## src/rtl/ifmap_sched_pkg.sv

```systemverilog
// Shared types and config-word layout for the ifmap read scheduler.
package ifmap_sched_pkg;

    typedef enum logic [2:0] {
        ST_IDLE,
        ST_CFG1,
        ST_FILL,
        ST_SWAP,
        ST_READ,
        ST_DRAIN,
        ST_WAIT,
        ST_DONE
    } sched_state_t;

    localparam int NUM_LEVELS = 5;
    localparam int IDX_W      = 8;

    typedef logic [IDX_W-1:0]                  idx_t;
    typedef logic [NUM_LEVELS-1:0][IDX_W-1:0]  idx_vec_t;

    // Loop levels, innermost first
    localparam int LVL_IC1 = 0;
    localparam int LVL_FX  = 1;
    localparam int LVL_FY  = 2;
    localparam int LVL_OX0 = 3;
    localparam int LVL_OY0 = 4;

    // word0 fields
    localparam int OX0_LSB = 0;
    localparam int OY0_LSB = 8;
    localparam int IX0_LSB = 16;
    localparam int IY0_LSB = 24;
    localparam int DIM_W   = 8;

    // word1 fields
    localparam int IC1_LSB = 0;
    localparam int IC1_W   = 8;
    localparam int FX_LSB  = 8;
    localparam int FY_LSB  = 12;
    localparam int S_LSB   = 16;
    localparam int KERN_W  = 4;
    localparam int NB_LSB  = 20;
    localparam int NB_W    = 12;

    localparam int ADDR_CALC_W = 32;

endpackage

```

## src/rtl/ifmap_read_loop_counter.sv

```systemverilog
// Five-level nested index counter; level 0 is innermost and steps on en.
module ifmap_read_loop_counter
    import ifmap_sched_pkg::*;
(
    input  logic     clk,
    input  logic     rst,
    input  logic     clr,
    input  logic     en,
    input  idx_vec_t bound,
    output idx_vec_t idx,
    output logic     last
);

    logic [NUM_LEVELS-1:0] at_max;
    logic [NUM_LEVELS-1:0] carry;

    assign carry[0] = en;

    generate
        for (genvar gi = 0; gi < NUM_LEVELS; gi++) begin : g_level
            idx_t cnt_reg;

            assign at_max[gi] = (cnt_reg == bound[gi] - idx_t'(1));
            assign idx[gi]    = cnt_reg;

            if (gi < NUM_LEVELS - 1) begin : g_carry
                assign carry[gi+1] = carry[gi] & at_max[gi];
            end

            always_ff @(posedge clk) begin
                if (rst || clr) begin
                    cnt_reg <= '0;
                end else if (carry[gi]) begin
                    cnt_reg <= at_max[gi] ? '0 : cnt_reg + idx_t'(1);
                end
            end
        end
    endgenerate

    assign last = &at_max;

endmodule

```

## src/rtl/ifmap_read_scheduler.sv

```systemverilog
// Ifmap double-buffer read scheduler: config intake, bank handshake FSM and read address stream.
// Optional stall counter port enabled by defining IFMAP_READ_PERF_CNT_EN.
module ifmap_read_scheduler
    import ifmap_sched_pkg::*;
#(
    parameter int BANK_ADDR_WIDTH = 32,
    parameter int CONFIG_WIDTH    = 32,
    parameter int CNT_WID         = 12
) (
    input  logic                       clk,
    input  logic                       rst,
    input  logic                       config_en,
    input  logic [CONFIG_WIDTH-1:0]    config_data,
    input  logic                       write_bank_ready_to_switch,
    input  logic                       pe_rdy,
    output logic                       ren,
    output logic [BANK_ADDR_WIDTH-1:0] raddr,
    output logic                       rdata_vld,
    output logic                       ready_to_switch,
    output logic                       start_new_write_bank,
    output logic [CNT_WID-1:0]         bank_count,
    output logic                       layer_done,
    output logic                       config_err
`ifdef IFMAP_READ_PERF_CNT_EN
    ,
    output logic [31:0]                stall_cycles
`endif
);

    localparam int CW1 = CNT_WID + 1;

    sched_state_t              state_reg;
    logic [CONFIG_WIDTH-1:0]   word0_reg;
    logic [CONFIG_WIDTH-1:0]   word1_reg;
    logic [CNT_WID-1:0]        banks_swapped_reg;
    logic [CNT_WID-1:0]        bank_count_reg;
    logic [CNT_WID-1:0]        bank_count_next;
    logic                      ready_to_switch_reg;
    logic                      start_new_reg;
    logic                      rdata_vld_reg;
    logic                      layer_done_reg;
    logic                      config_err_reg;

    idx_t                      ox0, oy0, ix0, iy0, ic1;
    logic [KERN_W-1:0]         fx, fy, stride;
    logic [CNT_WID-1:0]        num_banks;
    logic                      word0_zero, word1_zero;
    logic                      take_word0;
    logic                      more_banks;

    idx_vec_t                  bound;
    idx_vec_t                  idx;
    logic                      last;
    logic [ADDR_CALC_W-1:0]    row_addr;
    logic [ADDR_CALC_W-1:0]    addr_full;

    assign ox0       = word0_reg[OX0_LSB +: DIM_W];
    assign oy0       = word0_reg[OY0_LSB +: DIM_W];
    assign ix0       = word0_reg[IX0_LSB +: DIM_W];
    assign iy0       = word0_reg[IY0_LSB +: DIM_W];
    assign ic1       = word1_reg[IC1_LSB +: IC1_W];
    assign fx        = word1_reg[FX_LSB +: KERN_W];
    assign fy        = word1_reg[FY_LSB +: KERN_W];
    assign stride    = word1_reg[S_LSB +: KERN_W];
    assign num_banks = CNT_WID'(word1_reg[NB_LSB +: NB_W]);

    // word0 is already registered when word1 arrives; word1 is checked straight off the bus
    assign word0_zero = (word0_reg[OX0_LSB +: DIM_W] == '0) || (word0_reg[OY0_LSB +: DIM_W] == '0) ||
                        (word0_reg[IX0_LSB +: DIM_W] == '0) || (word0_reg[IY0_LSB +: DIM_W] == '0);
    assign word1_zero = (config_data[IC1_LSB +: IC1_W] == '0) || (config_data[FX_LSB +: KERN_W] == '0) ||
                        (config_data[FY_LSB +: KERN_W] == '0) || (config_data[S_LSB +: KERN_W] == '0) ||
                        (config_data[NB_LSB +: NB_W] == '0);

    assign take_word0      = config_en && (state_reg == ST_IDLE || state_reg == ST_DONE);
    assign more_banks      = ({1'b0, banks_swapped_reg} + CW1'(1)) < {1'b0, num_banks};
    assign bank_count_next = bank_count_reg + CNT_WID'(1);

    assign ren = (state_reg == ST_READ) && pe_rdy;

    always_comb begin
        bound          = '0;
        bound[LVL_IC1] = ic1;
        bound[LVL_FX]  = idx_t'(fx);
        bound[LVL_FY]  = idx_t'(fy);
        bound[LVL_OX0] = ox0;
        bound[LVL_OY0] = oy0;
    end

    ifmap_read_loop_counter u_loop (
        .clk   (clk),
        .rst   (rst),
        .clr   (take_word0),
        .en    (ren),
        .bound (bound),
        .idx   (idx),
        .last  (last)
    );

    assign row_addr  = ADDR_CALC_W'(idx[LVL_IC1]) * ADDR_CALC_W'(iy0)
                     + ADDR_CALC_W'(idx[LVL_OY0]) * ADDR_CALC_W'(stride)
                     + ADDR_CALC_W'(idx[LVL_FY]);
    assign addr_full = row_addr * ADDR_CALC_W'(ix0)
                     + ADDR_CALC_W'(idx[LVL_OX0]) * ADDR_CALC_W'(stride)
                     + ADDR_CALC_W'(idx[LVL_FX]);
    assign raddr     = BANK_ADDR_WIDTH'(addr_full);

    always_ff @(posedge clk) begin
        if (rst) begin
            state_reg           <= ST_IDLE;
            word0_reg           <= '0;
            word1_reg           <= '0;
            banks_swapped_reg   <= '0;
            bank_count_reg      <= '0;
            ready_to_switch_reg <= 1'b0;
            start_new_reg       <= 1'b0;
            rdata_vld_reg       <= 1'b0;
            layer_done_reg      <= 1'b0;
            config_err_reg      <= 1'b0;
        end else begin
            ready_to_switch_reg <= 1'b0;
            start_new_reg       <= 1'b0;
            rdata_vld_reg       <= ren;
            case (state_reg)
                ST_IDLE, ST_DONE: begin
                    if (config_en) begin
                        word0_reg         <= config_data;
                        layer_done_reg    <= 1'b0;
                        bank_count_reg    <= '0;
                        banks_swapped_reg <= '0;
                        state_reg         <= ST_CFG1;
                    end
                end
                ST_CFG1: begin
                    if (config_en) begin
                        word1_reg <= config_data;
                        if (word0_zero || word1_zero) begin
                            config_err_reg <= 1'b1;
                            state_reg      <= ST_IDLE;
                        end else begin
                            config_err_reg <= 1'b0;
                            start_new_reg  <= 1'b1;
                            state_reg      <= ST_FILL;
                        end
                    end
                end
                ST_FILL, ST_WAIT: begin
                    // Pulses are set on entry so they line up with the SWAP cycle
                    if (write_bank_ready_to_switch) begin
                        ready_to_switch_reg <= 1'b1;
                        start_new_reg       <= more_banks;
                        state_reg           <= ST_SWAP;
                    end
                end
                ST_SWAP: begin
                    banks_swapped_reg <= banks_swapped_reg + CNT_WID'(1);
                    state_reg         <= ST_READ;
                end
                ST_READ: begin
                    if (ren && last) begin
                        state_reg <= ST_DRAIN;
                    end
                end
                ST_DRAIN: begin
                    bank_count_reg <= bank_count_next;
                    if (bank_count_next == num_banks) begin
                        layer_done_reg <= 1'b1;
                        state_reg      <= ST_DONE;
                    end else begin
                        state_reg <= ST_WAIT;
                    end
                end
                default: state_reg <= ST_IDLE;
            endcase
        end
    end

    assign rdata_vld            = rdata_vld_reg;
    assign ready_to_switch      = ready_to_switch_reg;
    assign start_new_write_bank = start_new_reg;
    assign bank_count           = bank_count_reg;
    assign layer_done           = layer_done_reg;
    assign config_err           = config_err_reg;

`ifdef IFMAP_READ_PERF_CNT_EN
    logic [31:0] stall_cycles_reg;

    always_ff @(posedge clk) begin
        if (rst || take_word0) begin
            stall_cycles_reg <= '0;
        end else if (((state_reg == ST_READ && !pe_rdy) || state_reg == ST_FILL || state_reg == ST_WAIT)
                     && stall_cycles_reg != '1) begin
            stall_cycles_reg <= stall_cycles_reg + 32'd1;
        end
    end

    assign stall_cycles = stall_cycles_reg;
`endif

endmodule
```

## config.mk

```make
export PLATFORM = sky130hd
export DESIGN_NAME = ifmap_read_scheduler
export DESIGN_NICKNAME = d
export VERILOG_FILES = /design/src/rtl/ifmap_sched_pkg.sv /design/src/rtl/ifmap_read_loop_counter.sv /design/src/rtl/ifmap_read_scheduler.sv
export SDC_FILE = /design/constraint.sdc
export NUM_CORES = 1
export LEC_CHECK = 0
export ABC_AREA = 1
export CORE_AREA = 3 3 196 198
export CTS_BUF_LIST = sky130_fd_sc_hd__clkbuf_4
export DETAILED_ROUTE_END_ITERATION = 10
export DIE_AREA = 0 0 199 201
export GPL_ROUTABILITY_DRIVEN = 0
export PLACE_DENSITY_LB_ADDON = 0.1
export SYNTH_ARGS = -nofsm -noshare
export SYNTH_HDL_FRONTEND = slang
export SYNTH_SLANG_ARGS = --single-unit
```

## constraint.sdc

```tcl
create_clock -name clk -period 17.33 [get_ports clk]
set_input_delay 4.3325 -clock clk [delete_from_list [all_inputs] [get_ports clk]]
set_output_delay 4.3325 -clock clk [all_outputs]
set_load 0.005 [all_outputs]
```

==> After elaboration in Yosys (flattened, before gate mapping) <==
Index checks and enable logic that the tools add are counted.
{ "op_classes": {"addsub": 17, "n_mul": 4, "order_cmp": 1, "n_eq_ne": 18, "mux": 24, "n_bitwise": 5, "reduce_logical": 35} }
{ "op_table": {"columns": ["cell", "n"], "rows": [
  ["case mux 12 bit (2 select lines)", 2],
  ["adder 8 x 1 -> 8 bit, second input constant", 5],
  ["== test 8 bit", 5],
  ["logical NOT 8 bit", 5],
  ["2-to-1 mux 8 bit", 5],
  ["adder 27 x 8 -> 28 bit", 1],
  ["adder 26 x 12 -> 27 bit", 1],
  ["multiplier 18 x 8 -> 26 bit", 1],
  ["adder 12 x 1 -> 12 bit, second input constant", 2],
  ["multiplier 8 x 4 -> 12 bit", 2],
  ["subtractor 8 x 1 -> 8 bit, second input constant", 3],
  ["adder 17 x 8 -> 18 bit", 1],
  ["case mux 3 bit (6 select lines)", 1],
  ["adder 16 x 12 -> 17 bit", 1],
  ["multiplier 8 x 8 -> 16 bit", 1],
  ["adder 12 x 1 -> 13 bit, second input constant", 1],
  ["< comparator 13 x 12 -> 1 bit", 1],
  ["== test 12 bit", 1],
  ["== test 3 bit, second input constant", 4],
  ["logical NOT 12 bit", 1],
  ["logical NOT 4 bit", 3],
  ["2-to-1 mux 12 bit", 1],
  ["2-to-1 mux 3 bit", 4],
  ["logical OR 1 bit", 10],
  ["18 further kinds", 42]
]} }
{ "totals": {"ff_bits": 136, "input_bits": 37, "out_inout_bits": 50, "word_cells": 119} }

==> Longest topological paths before layout <==
Gate-level depths: netlist of the first run.
{ "depth": {"word_depth": 9, "depth_mapped": 44} }

==> Hierarchy <==
Synthesis of the first run repeated with hierarchy kept, for this count alone.
{ "unflattened": {"hier_cells": 2694, "hier_area_um2": 19018.2} }
{ "by_module_without_submodules": {"columns": ["mod", "n_inst", "cells_per_inst", "area_each_um2"], "rows": [
  ["ifmap_read_scheduler", 1, 2031, 15005.6],
  ["ifmap_read_loop_counter", 1, 663, 4012.6]
]} }

==> Worst setup path before layout of the first run <==
OpenSTA, ideal clock, no wires.
{ "synth_path": {"path_type": "reg2out", "startpoint": "reg word1_reg[17]", "endpoint": "out raddr[18]", "arrival_time_ns": 8.852, "required_ns": 12.997, "path_slack_ns": 4.145, "path_stages_with_launch": 39, "n_path_buf": 2, "path_cell_list": "dfxtp_1 -> clkbuf_1 -> clkbuf_1 -> nand2_1 -> fa_1 -> fa_1 -> fa_1 -> fa_1 -> fa_1 -> inv_1 -> fa_1 -> nand3_1 -> nand2_1 -> nand2_1 -> nand2_1 -> a21oi_1 -> o21ai_0 -> nand3_1 -> [3 not listed] -> nor2_1 -> fa_1 -> ha_1 -> inv_1 -> fa_1 -> inv_1 -> fa_1 -> inv_1 -> fa_1 -> inv_1 -> ha_1 -> nand2_1 -> nor4_1 -> a21oi_1 -> o21ai_0 -> nand3_1 -> nand2_1 -> xor2_1"} }
{ "synth_via": {"elab_chain_len": 6} }
{ "synth_lines": {"columns": ["element", "line", "rtl"], "rows": [
  ["from (decl)", "ifmap_read_scheduler.sv:34", "logic [CONFIG_WIDTH-1:0] word1_reg;"],
  ["from (signal assigned)", "ifmap_read_scheduler.sv:135", "word1_reg <= config_data;"],
  ["multiplier 8 x 4 -> 12 bit", "ifmap_read_scheduler.sv:100", "+ ADDR_CALC_W'(idx[LVL_OY0]) * ADDR_CALC_W'(stride)"],
  ["adder 16 x 12 -> 17 bit", "ifmap_read_scheduler.sv:100", null],
  ["adder 17 x 8 -> 18 bit", "ifmap_read_scheduler.sv:101", "+ ADDR_CALC_W'(idx[LVL_FY]);"],
  ["multiplier 18 x 8 -> 26 bit", "ifmap_read_scheduler.sv:102", "assign addr_full = row_addr * ADDR_CALC_W'(ix0)"],
  ["adder 26 x 12 -> 27 bit *", "ifmap_read_scheduler.sv:103", "+ ADDR_CALC_W'(idx[LVL_OX0]) * ADDR_CALC_W'(stride)"],
  ["adder 27 x 8 -> 28 bit *", "ifmap_read_scheduler.sv:104", "+ ADDR_CALC_W'(idx[LVL_FX]);"],
  ["to (decl)", "ifmap_read_scheduler.sv:17", "output logic [BANK_ADDR_WIDTH-1:0] raddr,"]
]} }
Every way passes the cells marked *; elsewhere a longest branch is shown, timed or not.

==> Worst setup path in the final report of the first run <==
Same ends and word-level chain as after synthesis.

==> summary.md, run 1 <==
| Metric | Value |
|---|---|
| FFs w/ async S/R, synth | 0% |
| Most common cell after layout, fill and taps aside | inv_1 |
| Vias in the first global route | 14,900 |
| Skew-Pair Late Insertion Delay | 610 ps |
| Complex-gate fraction of the synthesized area | 8.81% |
| GRT Overall Usage | 23.9% |
| Final setup TNS | 0 ps |
| CP Launch Type | flop |
| Static leakage | 0.00958 uW |
| Final hold viol count | 0 |
| FF/Latch Area | 2720 sq um |
| Hold path endpoint | banks_swapped_reg[10]$_SDFFE_PP0P_ |
| Core Region | 36,700 sq um |
| Setup bufs post-CTS | 0 |
| Multiplexer share of the synthesized area | 0% |
| Critical Path RT | 13,000 ps |
| Maxcap violations | 0 |
| Most frequent cells in the layout | 545 x inv_1, 479 x nand2_1, 210 x fa_1 |
| Buf/Inv on CP | 7 |
| Synthesis-to-finish area growth | 8.38% |
| RSZ-0062 raised after global routing | false |
| DR WL met3 | 2550 microns |
| Synth Area per Inst | 7.26 sq um |
| EDFF count, synth | 0 |
| PortBufs | 82 |
| Flop and latch count out of synthesis | 136 |
| Post-synthesis sequential area ratio | 15.5% |
| Via count | 15,200 |
| 1st-pass router iterations | 8 |
| Bufs on Longest Clock Path | 2 |
| Largest net degree at the start of global routing | 70 |
| Post_cts resized | 0 |
| R2R Path Start | state_reg[2]$_SDFFE_PP0P_ |
| CTS Root Cell | clkbuf_4 |
| Metal-1 WL | 21,200 microns |
| Die width | 199 microns |
| Simple-Gate Fraction of Synth Area | 21.4% |
| Fillers | 3,698 |
| Slowest cell on crit path | dfxtp_1 |
| Worst EP arrival | 11,080 ps |
| Max reg flops | 40 |
| Fmax | 64.9 MHz |
| Fin util | 51.8% |
| RR Endpoint | u_loop.g_level[2].cnt_reg[5]$_SDFFE_PP0P_ |
| Fin crit period | 15,410 ps |
| Cells after DPL | 2,895 |
| Post-Synth XOR/XNOR Area | 4.19% |
| Largest family of logic cells by synthesized area | adder cells |
| Final #Nets | 2,866 |
| Critical Path Sink Type | primary output |
| Site row count | 70 |
| Grt total ovfl | 0 |
| Die height | 201 microns |
| Final ANT Viol Nets | 0 |
| Hold Crit Depth | 2 |
| P per Cell Area | 46.2 nW/um^2 |
| Measured slew at the worst slew-check pin | 989 ps |
| Setup Crit Path Kind | flop to primary output |
| Via/cell ratio | 5.18 |
| Worst reg-to-reg setup slack | 14,470 ps |
| CP peak stage delay | 730 ps |
| Setup violators final | 0 |
| Design area | 19,000 sq um |
| Hold Crit Class | flop to flop |
| Initial antenna violation count | 1 |
| Full die area | 40,000 sq um |
| Area occupied by multi-input gates | 12,400 sq um |
| CP most frequent cell | fa_1 |
| CP top delay family | adder cells |
| WL/cell | 15.9 microns |
| CTS sink count | 136 |
| DR iter-0 viols | 1,165 |
| Fraction of layout cells with a size suffix above 1 | 3.13% |
| Metal2 WL | 21,900 microns |
| CP max FO | 17 |
| Max H-tree Level | 4 |
| Worst Hold Launch | banks_swapped_reg[10]$_SDFFE_PP0P_ |
| IO Count | 87 |
| HPWL after DPL | 38,900 microns |
| First-pass GRT wire length | 76,500 microns |
| Initial Util | 47.8% |
| Top FF cell, synth | dfxtp_1 |
| Slew headroom | 33.8% |
| Critical path depth in cells | 37 |
| Distinct cells, synth | 48 |
| Final period util | 88.9% |
| Clk pin slew, worst setup/hold paths | 150 ps |
| Post-Syn Instances | 2,419 |
| Max VDD drop | 0.0509 mV |
| Ys Warns | 0 |
| WHS | 475 ps |
| Number of buffers created by CTS | 17 |
| DP Area | 18,700 sq um |
| CTS tree | done |
| Adder-cell share of the synthesized area | 36.3% |
| DR top layer | met4 |
| Hold-fix buffers at CTS | 0 |
| DRC | 0 |
| Clock Skew | 30.1 ps |
| Finished Layout Cells | 2,928 |
| Mapped Area | 17,600 sq um |
| Routed wire length | 46,600 microns |
| Status | completed |
| Pins over their slew limit | 0 |
| FF-to-FF path depth | 11 |
## through the flow
step / power [uW] / worst slack [ps]
finish: 879 / 1920
global route: 933 / 1260
CTS: 881 / 2010
detailed placement: 621 / 2690
global placement: 615 / 2860
floorplan: 544 / 4150
## layout make-up
class	instances	share of cell area, %
diodes	1	0.0132
well taps	468	3.08
clock inverters	15	1.12
repair buffers	89	4.59
clock buffers	17	0.671
inverters	553	10.9
multi-input cells	1649	65.3
flip-flops and latches	136	14.3
## worst max-delay path by stage
stage / startpoint / end / slack (ps)
after floorplan: word1_reg[17]$_SDFFE_PP0P_ / raddr[18] / 4150
after global placement: word1_reg[17]$_SDFFE_PP0P_ / raddr[18] / 2860
after detailed placement: word1_reg[17]$_SDFFE_PP0P_ / raddr[18] / 2690
after CTS: word1_reg[17]$_SDFFE_PP0P_ / raddr[18] / 2010
after global routing: word1_reg[19]$_SDFFE_PP0P_ / raddr[27] / 1260
final: word1_reg[17]$_SDFFE_PP0P_ / raddr[18] / 1920
## tightest hold or removal path, cell delays in order, from the launching register on
cell,delay (ps)
dfxtp_1,340
nand2_1,60
a21oi_1,50
## kinds of logic after synthesis
family                     count (synthesis)
AOI/OAI and AO/OA                        293
xor gates and xnor gates                  84
adders and majority gates                383
buffers and inverters                    637
DFF                                      136
other                                      1
and+or+nand+nor                          885
## power by group
part / internal, uW / switching [uW] / total [uW] / leakage, uW
Clock: 118 / 143 / 262 / 0.000178
Combinational: 80.6 / 158 / 238 / 0.00829
Sequential: 337 / 41.6 / 379 / 0.00111
## cells in the mapped netlist, types with 2 or more instances
master,count,area (sq um)
nor2_2,8,50.1
nor3_2,3,30.0
nand2_2,3,18.8
a211oi_1,3,22.5
o21bai_1,3,22.5
nand4_1,31,194
nor3_1,27,135
ha_1,173,2160
dfxtp_1,136,2720
buf_1,5,18.8
nor2_1,199,747
clkbuf_1,65,244
o211ai_1,3,22.5
buf_2,8,40.0
nand2_1,479,1800
fa_1,210,4200
inv_1,545,2050
and3_1,2,12.5
a31oi_1,5,31.3
o21ai_0,106,531
a21o_1,4,30.0
nand3_1,91,455
nor4_1,14,87.6
nor3b_1,5,37.5
a21oi_1,154,771
xnor2_1,33,289
or2_2,11,68.8
nand3b_1,7,52.6
buf_4,5,37.5
o21a_1,4,30.0
inv_2,7,26.3
nor2_4,2,22.5
a21boi_0,3,22.5
xor2_1,51,447
## per-layer routing
layer	GRT usage [%]	vias to the layer above
met2	38.8	387
met4	5.17	0
li1	-	7433
met5	0	-
met3	3.58	65
met1	33.9	7289
Power figures use the tool's default switching activity.
==> run 2, diff against run 1 <==
--- a/config.mk
+++ b/config.mk
@@ -6,6 +6,7 @@
 export NUM_CORES = 1
 export LEC_CHECK = 0
 export ABC_AREA = 1
+export ABC_CLOCK_PERIOD_IN_PS = 17330
 export CORE_AREA = 3 3 196 198
 export CTS_BUF_LIST = sky130_fd_sc_hd__clkbuf_4
 export DETAILED_ROUTE_END_ITERATION = 10
@@ -15,3 +16,4 @@
 export SYNTH_ARGS = -nofsm -noshare
 export SYNTH_HDL_FRONTEND = slang
 export SYNTH_SLANG_ARGS = --single-unit
+export TNS_END_PERCENT = 30
==> results of run 2 <==
Same layout as run 1: the final DEF is identical, and so are final timing and power.
